<file path="config.mk">
export PLATFORM = sky130hd
export DESIGN_NAME = gate_tt_sequencer
export DESIGN_NICKNAME = d
export VERILOG_FILES = /design/src/rtl/gate_tt_sequencer.sv
export SDC_FILE = /design/constraint.sdc
export NUM_CORES = 1
export LEC_CHECK = 0
export ABC_CLOCK_PERIOD_IN_PS = 3000
export CAP_MARGIN = 20
export CORE_UTILIZATION = 52
export CTS_CLUSTER_DIAMETER = 80
export DETAILED_ROUTE_END_ITERATION = 7
export PLACE_DENSITY = 0.81
export SYNTH_ARGS = -nofsm -noshare
export SYNTH_HDL_FRONTEND = slang
export SYNTH_SLANG_ARGS = --single-unit
</file>
<file path="constraint.sdc">
create_clock -name clk -period 3 [get_ports clk]
set_input_delay 0.3 -clock clk [delete_from_list [all_inputs] [get_ports clk]]
set_output_delay 0.3 -clock clk [all_outputs]
set_load 0.005 [all_outputs]
</file>
<file path="src/rtl/gate_tt_sequencer.sv">
`default_nettype none
// ============================================================================
//  Module   : gate_tt_sequencer
//  Purpose  : Sweeps an external N_IN-input combinational gate through its
//             full truth table in ascending order. Each vector is held for
//             SETTLE_CYC+1 cycles. The gate output is sampled on the last
//             cycle and compared with a truth table latched at start. The
//             block reports pass/fail, the mismatch count and the first
//             failing vector.
//  Ports    : clk, rst          - clock, synchronous active-high reset
//             start             - begin a sweep (ignored while busy)
//             exp_table         - expected truth table, bit v = gate_out for v
//             gate_out          - output of the gate under test
//             gate_in           - vector driven onto the gate inputs
//             busy, done, pass  - sweep status (done/pass held until restart)
//             err_count         - number of mismatching vectors
//             first_err_vec     - first mismatching vector
//             first_err_valid   - first_err_vec holds a captured mismatch
//  Revision : 1.0 - initial release
// ============================================================================
module gate_tt_sequencer #(
    parameter int N_IN       = 2,
    parameter int SETTLE_CYC = 2
) (
    input  logic                  clk,
    input  logic                  rst,
    input  logic                  start,
    input  logic [(1<<N_IN)-1:0]  exp_table,
    input  logic                  gate_out,
    output logic [N_IN-1:0]       gate_in,
    output logic                  busy,
    output logic                  done,
    output logic                  pass,
    output logic [N_IN:0]         err_count,
    output logic [N_IN-1:0]       first_err_vec,
    output logic                  first_err_valid
);

    localparam int c_NVEC  = 1 << N_IN;
    localparam int c_CNT_W = (SETTLE_CYC > 1) ? $clog2(SETTLE_CYC) : 1;
    localparam logic [c_CNT_W-1:0] c_CNT_LAST = c_CNT_W'(SETTLE_CYC - 1);
    localparam logic [N_IN-1:0]    c_V_LAST   = '1;
    localparam logic [N_IN:0]      c_ERR_ONE  = (N_IN+1)'(1);

    typedef enum logic [1:0] {
        S_IDLE   = 2'd0,
        S_SETTLE = 2'd1,
        S_SAMPLE = 2'd2,
        S_DONE   = 2'd3
    } state_t;

    state_t              r_state,  w_state_nxt;
    logic [N_IN-1:0]     r_v,      w_v_nxt;
    logic [c_CNT_W-1:0]  r_cnt,    w_cnt_nxt;
    logic [c_NVEC-1:0]   r_exp,    w_exp_nxt;
    logic                r_busy,   w_busy_nxt;
    logic                r_done,   w_done_nxt;
    logic                r_pass,   w_pass_nxt;
    logic [N_IN:0]       r_err,    w_err_nxt;
    logic [N_IN-1:0]     r_fvec,   w_fvec_nxt;
    logic                r_fvalid, w_fvalid_nxt;
    logic                w_mismatch;

    // The vector index doubles as the gate drive; it is parked at 0 in DONE.
    assign gate_in         = r_v;
    assign busy            = r_busy;
    assign done            = r_done;
    assign pass            = r_pass;
    assign err_count       = r_err;
    assign first_err_vec   = r_fvec;
    assign first_err_valid = r_fvalid;

    assign w_mismatch = (gate_out != r_exp[r_v]);

    always_ff @(posedge clk) begin
        if (rst) begin
            r_state  <= S_IDLE;
            r_v      <= '0;
            r_cnt    <= '0;
            r_exp    <= '0;
            r_busy   <= 1'b0;
            r_done   <= 1'b0;
            r_pass   <= 1'b0;
            r_err    <= '0;
            r_fvec   <= '0;
            r_fvalid <= 1'b0;
        end else begin
            r_state  <= w_state_nxt;
            r_v      <= w_v_nxt;
            r_cnt    <= w_cnt_nxt;
            r_exp    <= w_exp_nxt;
            r_busy   <= w_busy_nxt;
            r_done   <= w_done_nxt;
            r_pass   <= w_pass_nxt;
            r_err    <= w_err_nxt;
            r_fvec   <= w_fvec_nxt;
            r_fvalid <= w_fvalid_nxt;
        end
    end

    always_comb begin
        w_state_nxt  = r_state;
        w_v_nxt      = r_v;
        w_cnt_nxt    = r_cnt;
        w_exp_nxt    = r_exp;
        w_busy_nxt   = r_busy;
        w_done_nxt   = r_done;
        w_pass_nxt   = r_pass;
        w_err_nxt    = r_err;
        w_fvec_nxt   = r_fvec;
        w_fvalid_nxt = r_fvalid;

        case (r_state)
            S_IDLE, S_DONE: begin
                if (start) begin
                    w_state_nxt  = S_SETTLE;
                    w_exp_nxt    = exp_table;
                    w_v_nxt      = '0;
                    w_cnt_nxt    = '0;
                    w_err_nxt    = '0;
                    w_fvec_nxt   = '0;
                    w_fvalid_nxt = 1'b0;
                    w_done_nxt   = 1'b0;
                    w_pass_nxt   = 1'b0;
                    w_busy_nxt   = 1'b1;
                end
            end

            S_SETTLE: begin
                if (r_cnt == c_CNT_LAST) begin
                    w_state_nxt = S_SAMPLE;
                end else begin
                    w_cnt_nxt = r_cnt + c_CNT_W'(1);
                end
            end

            S_SAMPLE: begin
                if (w_mismatch) begin
                    w_err_nxt = r_err + c_ERR_ONE;
                    if (!r_fvalid) begin
                        w_fvec_nxt   = r_v;
                        w_fvalid_nxt = 1'b1;
                    end
                end
                if (r_v == c_V_LAST) begin
                    w_state_nxt = S_DONE;
                    w_busy_nxt  = 1'b0;
                    w_done_nxt  = 1'b1;
                    w_v_nxt     = '0;
                    // Pass must account for the sample being taken on this edge.
                    w_pass_nxt  = (r_err == '0) && !w_mismatch;
                end else begin
                    w_state_nxt = S_SETTLE;
                    w_v_nxt     = r_v + N_IN'(1);
                    w_cnt_nxt   = '0;
                end
            end

            default: begin
                w_state_nxt = S_IDLE;
            end
        endcase
    end

endmodule
`default_nettype wire

</file>
* Yosys cells after proc, flatten, opt, wreduce, memory -nomap -nowiden *
Cells that the tools add are included.

cells by class
  bitwise gates (word level) = 0
  mux-type cells = 28
  multiply operators = 0
  reduce and logical (&&, ||, !) cells = 13
  add/subtract/negate cells = 3
  equal/unequal tests = 11
  $lt $le $gt $ge = 1
  divide/modulo/power cells = 0
  shift-type cells = 0

operators by type and width
  cell                                                                           count
  2-bit two-way mux                                                              7
  2-bit inequality test (second input constant)                                  6
  1-bit two-way mux                                                              9
  1-bit one-hot mux with 2 select lines                                          4
  2-bit one-hot mux with 2 select lines                                          2
  2-bit AND reduction                                                            4
  2-bit equality test (second input constant)                                    3
  3-bit two-way mux                                                              2
  2-bit one-hot mux with 3 select lines                                          1
  3-bit one-hot mux with 2 select lines                                          1
  3-bit AND reduction                                                            2
  4-bit AND reduction                                                            1
  3-bit by 1-bit adder with 3-bit output (second input constant)                 1
  3-bit logical NOT                                                              1
  2-bit by 3-bit less-than comparator with 1-bit output (second input constant)  1
  1-bit one-hot mux with 3 select lines                                          1
  2-bit by 1-bit adder with 2-bit output (second input constant)                 1
  1-bit binary-select mux with 2-bit select                                      1
  2-bit by 1-bit equality test with 1-bit output (second input constant)         1
  2-bit logical NOT                                                              1
  2-bit nonzero test                                                             1
  2-bit OR reduction                                                             1
  1-bit adder (second input constant)                                            1
  1-bit logical AND                                                              1
  2 further kinds                                                                2

storage, ports and cells
  bits in writable memories = 0
  logic and storage cells = 66
  ROM bits = 0
  output and inout bits = 11
  bits in registers = 18
  memories = 0
  input bits = 8
  bits in latches = 0

* Longest topological paths before layout *
  word-level depth = 7
  gate-level depth with buffers = 7
  gate-level depth less buffers = 6

* Worst setup path before layout *
No wires, ideal clock.

  path kind = register to register
  start point = register r_v[1], in the netlist gate_in[1]
  end point = register r_pass, in the netlist pass
  stages on the path, launching flop included = 5
  clock period less this slack = 1.853 ns
  arrival time = 1.782 ns
  path slack = 1.147 ns
  path buffers = 0
  setup time = 0.070 ns
  required time = 2.930 ns
  cells stage by stage = dfxtp_1 -> mux4_2 -> xor2_2 -> or4_1 -> a21oi_1

between the ends
  word-level cells in the longest chain between the ends = 7
  elaborated cells on any way between the ends = 10
  those cells by class = 3 x eq/ne; 4 x mux; 3 x reduce/logical

ends and longest elaborated chain
  element                                    RTL line  text
  start: declaration                         53        logic [N_IN-1:0] r_v, w_v_nxt;
  start signal: assignment                   89        r_v <= w_v_nxt;
  1-bit binary-select mux with 2-bit select  73        assign w_mismatch = (gate_out != r_exp[r_v]);
  1-bit two-way mux (implied by the code)    73
  1-bit inequality test                      73
  1-bit logical NOT                          151       w_pass_nxt = (r_err == '0) && !w_mismatch;
  1-bit logical AND                          151
  1-bit two-way mux                          145       if (r_v == c_V_LAST) begin
  1-bit one-hot mux with 2 select lines      113       case (r_state)
  end signal: assignment                     94        r_pass <= w_pass_nxt;
  end: declaration                           58        logic r_pass, w_pass_nxt;

Parallel ways exist; a longest one is shown, timed or not. The select of a mux whose other input is x is not followed.
A chain may end at the register's enable or synchronous reset.

* Worst setup path in the final report *
Same ends and word-level chain as after synthesis.

==> impl_metrics.json <==
{
  "ys_types": 29,
  "layout_worst_path_cycle_share_pct": 65.4,
  "postRouteAntennaNets": 0,
  "grt_antenna_before_repair": 0,
  "worst_pin_slew_ns": 0.665,
  "core_rows": 14,
  "sequential_to_total_area_share_from_yosys_stat_pct": 39.9,
  "grt_max_degree": 20,
  "tritoncts_clock_tree": "yes",
  "netlist_instances": 106,
  "synth.ff_latch_count": 18,
  "slew_viol_final": 0,
  "port_buffers": 18,
  "setup_tns_ns": 0,
  "dpl.hpwl_mm": 1.36,
  "hold_start": "r_exp[3]",
  "detail_route.wirelength_mm": 1.88,
  "largest_fanout_on_the_critical_path": 7,
  "vdd.ir_drop.worst_v": 0.000403,
  "met3RoutedLength_um": 105,
  "final_worst_path_period_need_ns": 1.96,
  "dp_cells": 135,
  "detail_route.first_pass.iterations": 6,
  "pwr_density_cell_nw_per_um2": 474,
  "floorplan.die.height_um": 43.7,
  "cap_violations": 0,
  "fin_nets": 138,
  "multi_input_comb_area_um2": 505,
  "die_span_in_x_um": 43.7,
  "hp-class": "register to register",
  "violations": "DRC",
  "crit_start": "gate_in[1]",
  "status": "finished, violations left",
  "maxUsedRoutingLayer": "met4",
  "drt-vias-per-instance": 6.03,
  "first_global_vias": 739,
  "fp.dieArea_um2": 1910,
  "area_growth_pct": 22.6,
  "grt_pass1_wl_mm": 3.18,
  "wl_per_cell_um": 13.6,
  "grt_overflow_total": 0,
  "start_util_pct": 57.9,
  "cts-resized-gates": 0,
  "cts_hold_buffers": 0,
  "tritoncts.num_buffers": 3,
  "timing.rr.end": "pass",
  "rrSetupSlack_ns": 1.04,
  "m1WireLength_um": 847,
  "placedInstanceArea_um2": 1080,
  "cts_max_level": 1,
  "synth_nets": 120,
  "syn-cell-area_um2": 903,
  "layout_common_cells": "dfxtp_1 (18), clkdlybuf4s50_1 (18), a21oi_1 (15)",
  "ff2ff_path_depth": 4,
  "insertedDiodeCount": 0,
  "rsz_0062_raised_after_global_routing": "false",
  "drc_errors": 2,
  "timing.fmax_mhz": 509,
  "cp_data_required_time_ns": 3.22,
  "end_point_of_the_most_critical_hold_path": "r_exp[3]",
  "cts_post_setup_buffers_inserted": 0,
  "leakage_nw": 0.397,
  "start_kind": "register",
  "rel_slew_slack_pct": 55.5,
  "yosysWarnings": 0,
  "worst_hold_path.num_cells": 2,
  "critical_path.reg2reg.startpoint": "gate_in[1]",
  "stdcell_area_um2": 1110,
  "hold_viol": 0,
  "fin_clk_skew_ns": 0.00223,
  "grt_util_all_layers_pct": 22.7,
  "detailroute.via_count": 832,
  "setup.worst_path.end_class": "register",
  "stdcell_count": 138,
  "crit_type": "register to register",
  "tritoncts_num_sinks": 18,
  "yosys-top-cells-area": "dfxtp_1 (40%), a21oi_1 (8.3%), ha_1 (8.3%)",
  "num_io_pins": 19,
  "fillerInstances": 127,
  "route.met2.wl_um": 876,
  "postSynthAreaPerCell_um2": 8.52,
  "post_route_cells_drive_above_1_share_pct": 5.74,
  "synth_top_cell_area_share_pct": 39.9,
  "synth_top_cell_by_area": "dfxtp_1",
  "cts.reportedPaths.clkPinSlew_ns": 0.10,
  "core-area_um2": 1560,
  "drt_iter0_drc": 14,
  "final-seq-area_um2": 360,
  "finalWeightedCongestion": 0.768,
  "report.final.setup_viol": 0,
  "cts_buffer_depth": 2,
  "arrival_ns": 2.18,
  "worstSkewPairLatency_ns": 0.29,
  "cts_root_buffer": "clkbuf_4"
}
critical path, stage by stage (launching register included):
cell and delay [ns]:
dfxtp_1 0.44, mux4_2 0.59, xor2_2 0.21, or4_1 0.53
a21oi_1 0.12
through the flow:
| step | hold WS (ns) | total power, mW | utilization (%) | setup WS [ns] |
|---|---|---|---|---|
| floorplan | 0.433 | 0.366 | - | 1.15 |
| global placement | 0.444 | 0.402 | 69.6 | 1.09 |
| detailed placement | 0.458 | 0.407 | 69.6 | 1.05 |
| CTS | 0.472 | 0.526 | 71.0 | 1.03 |
| global route | 0.501 | 0.556 | 71.0 | 0.923 |
| finish | 0.473 | 0.525 | 71.0 | 1.04 |
routing by layer:
layer  vias to the layer above  track usage [%]
met5                         -                0
met4                         0             11.3
met3                         9             5.83
met2                        30             35.5
met1                       376             28.9
li1                        417                -
power breakdown:
group          internal [mW]  switching [mW]  total (mW)
registers              0.255          0.0130       0.268
logic                 0.0558          0.0805       0.136
clock network         0.0467          0.0741       0.121
cell usage after synthesis:
cell type / count
o211ai_1: 1
xnor2_1: 1
or3_1: 1
mux2i_1: 2
nand2b_1: 4
a22o_1: 1
or4_1: 1
mux4_2: 1
clkbuf_1: 5
xor2_2: 1
nor2b_1: 2
a22o_2: 1
a21oi_1: 15
nand4_1: 3
nor3_1: 2
o22ai_1: 1
a311oi_1: 1
a211o_2: 1
inv_1: 5
a32oi_1: 2
dfxtp_1: 18
nor2_1: 8
nand3_1: 7
o21ai_0: 1
o311ai_0: 1
ha_1: 6
a31oi_1: 2
nand2_1: 11
nor4_1: 1
sequential cells by signal (all words and copies together), names as in the netlist, 2 cells and up:
register and cells:
first_err_vec 2, err_count 3, r_state 2, r_exp 4, gate_in 2
logic make-up (layout without fill, tap and decap cells):
group           after synthesis  in the layout  share of synthesized area [%]
flops                        18             18                           39.9
buf+inv                      10             26                           4.16
xor+xnor                      2              2                           2.77
compound gates               27             27                           18.8
mux                           3              3                           4.71
fa+ha+maj                     6              6                           8.31
simple gates                 40             40                           21.3
final cells by class:
class / count / share of cell area, %
sequential: 18 / 32.5
tap: 16 / 1.81
multi-input combinational: 78 / 45.6
timing repair buffer: 18 / 16.3
inverter: 5 / 1.69
clock buffer: 3 / 2.03
worst max-delay path by stage:
stage / slack, ns / cells past startpoint / endpoint
5_1_grt: 0.92 / 6 / first_err_vec[1]
3_5_place_dp: 1.05 / 4 / pass
6_report: 1.04 / 4 / pass
3_3_place_gp: 1.09 / 4 / pass
4_1_cts: 1.03 / 4 / pass
2_1_floorplan: 1.15 / 4 / pass
Power figures use the tool's default switching activity.
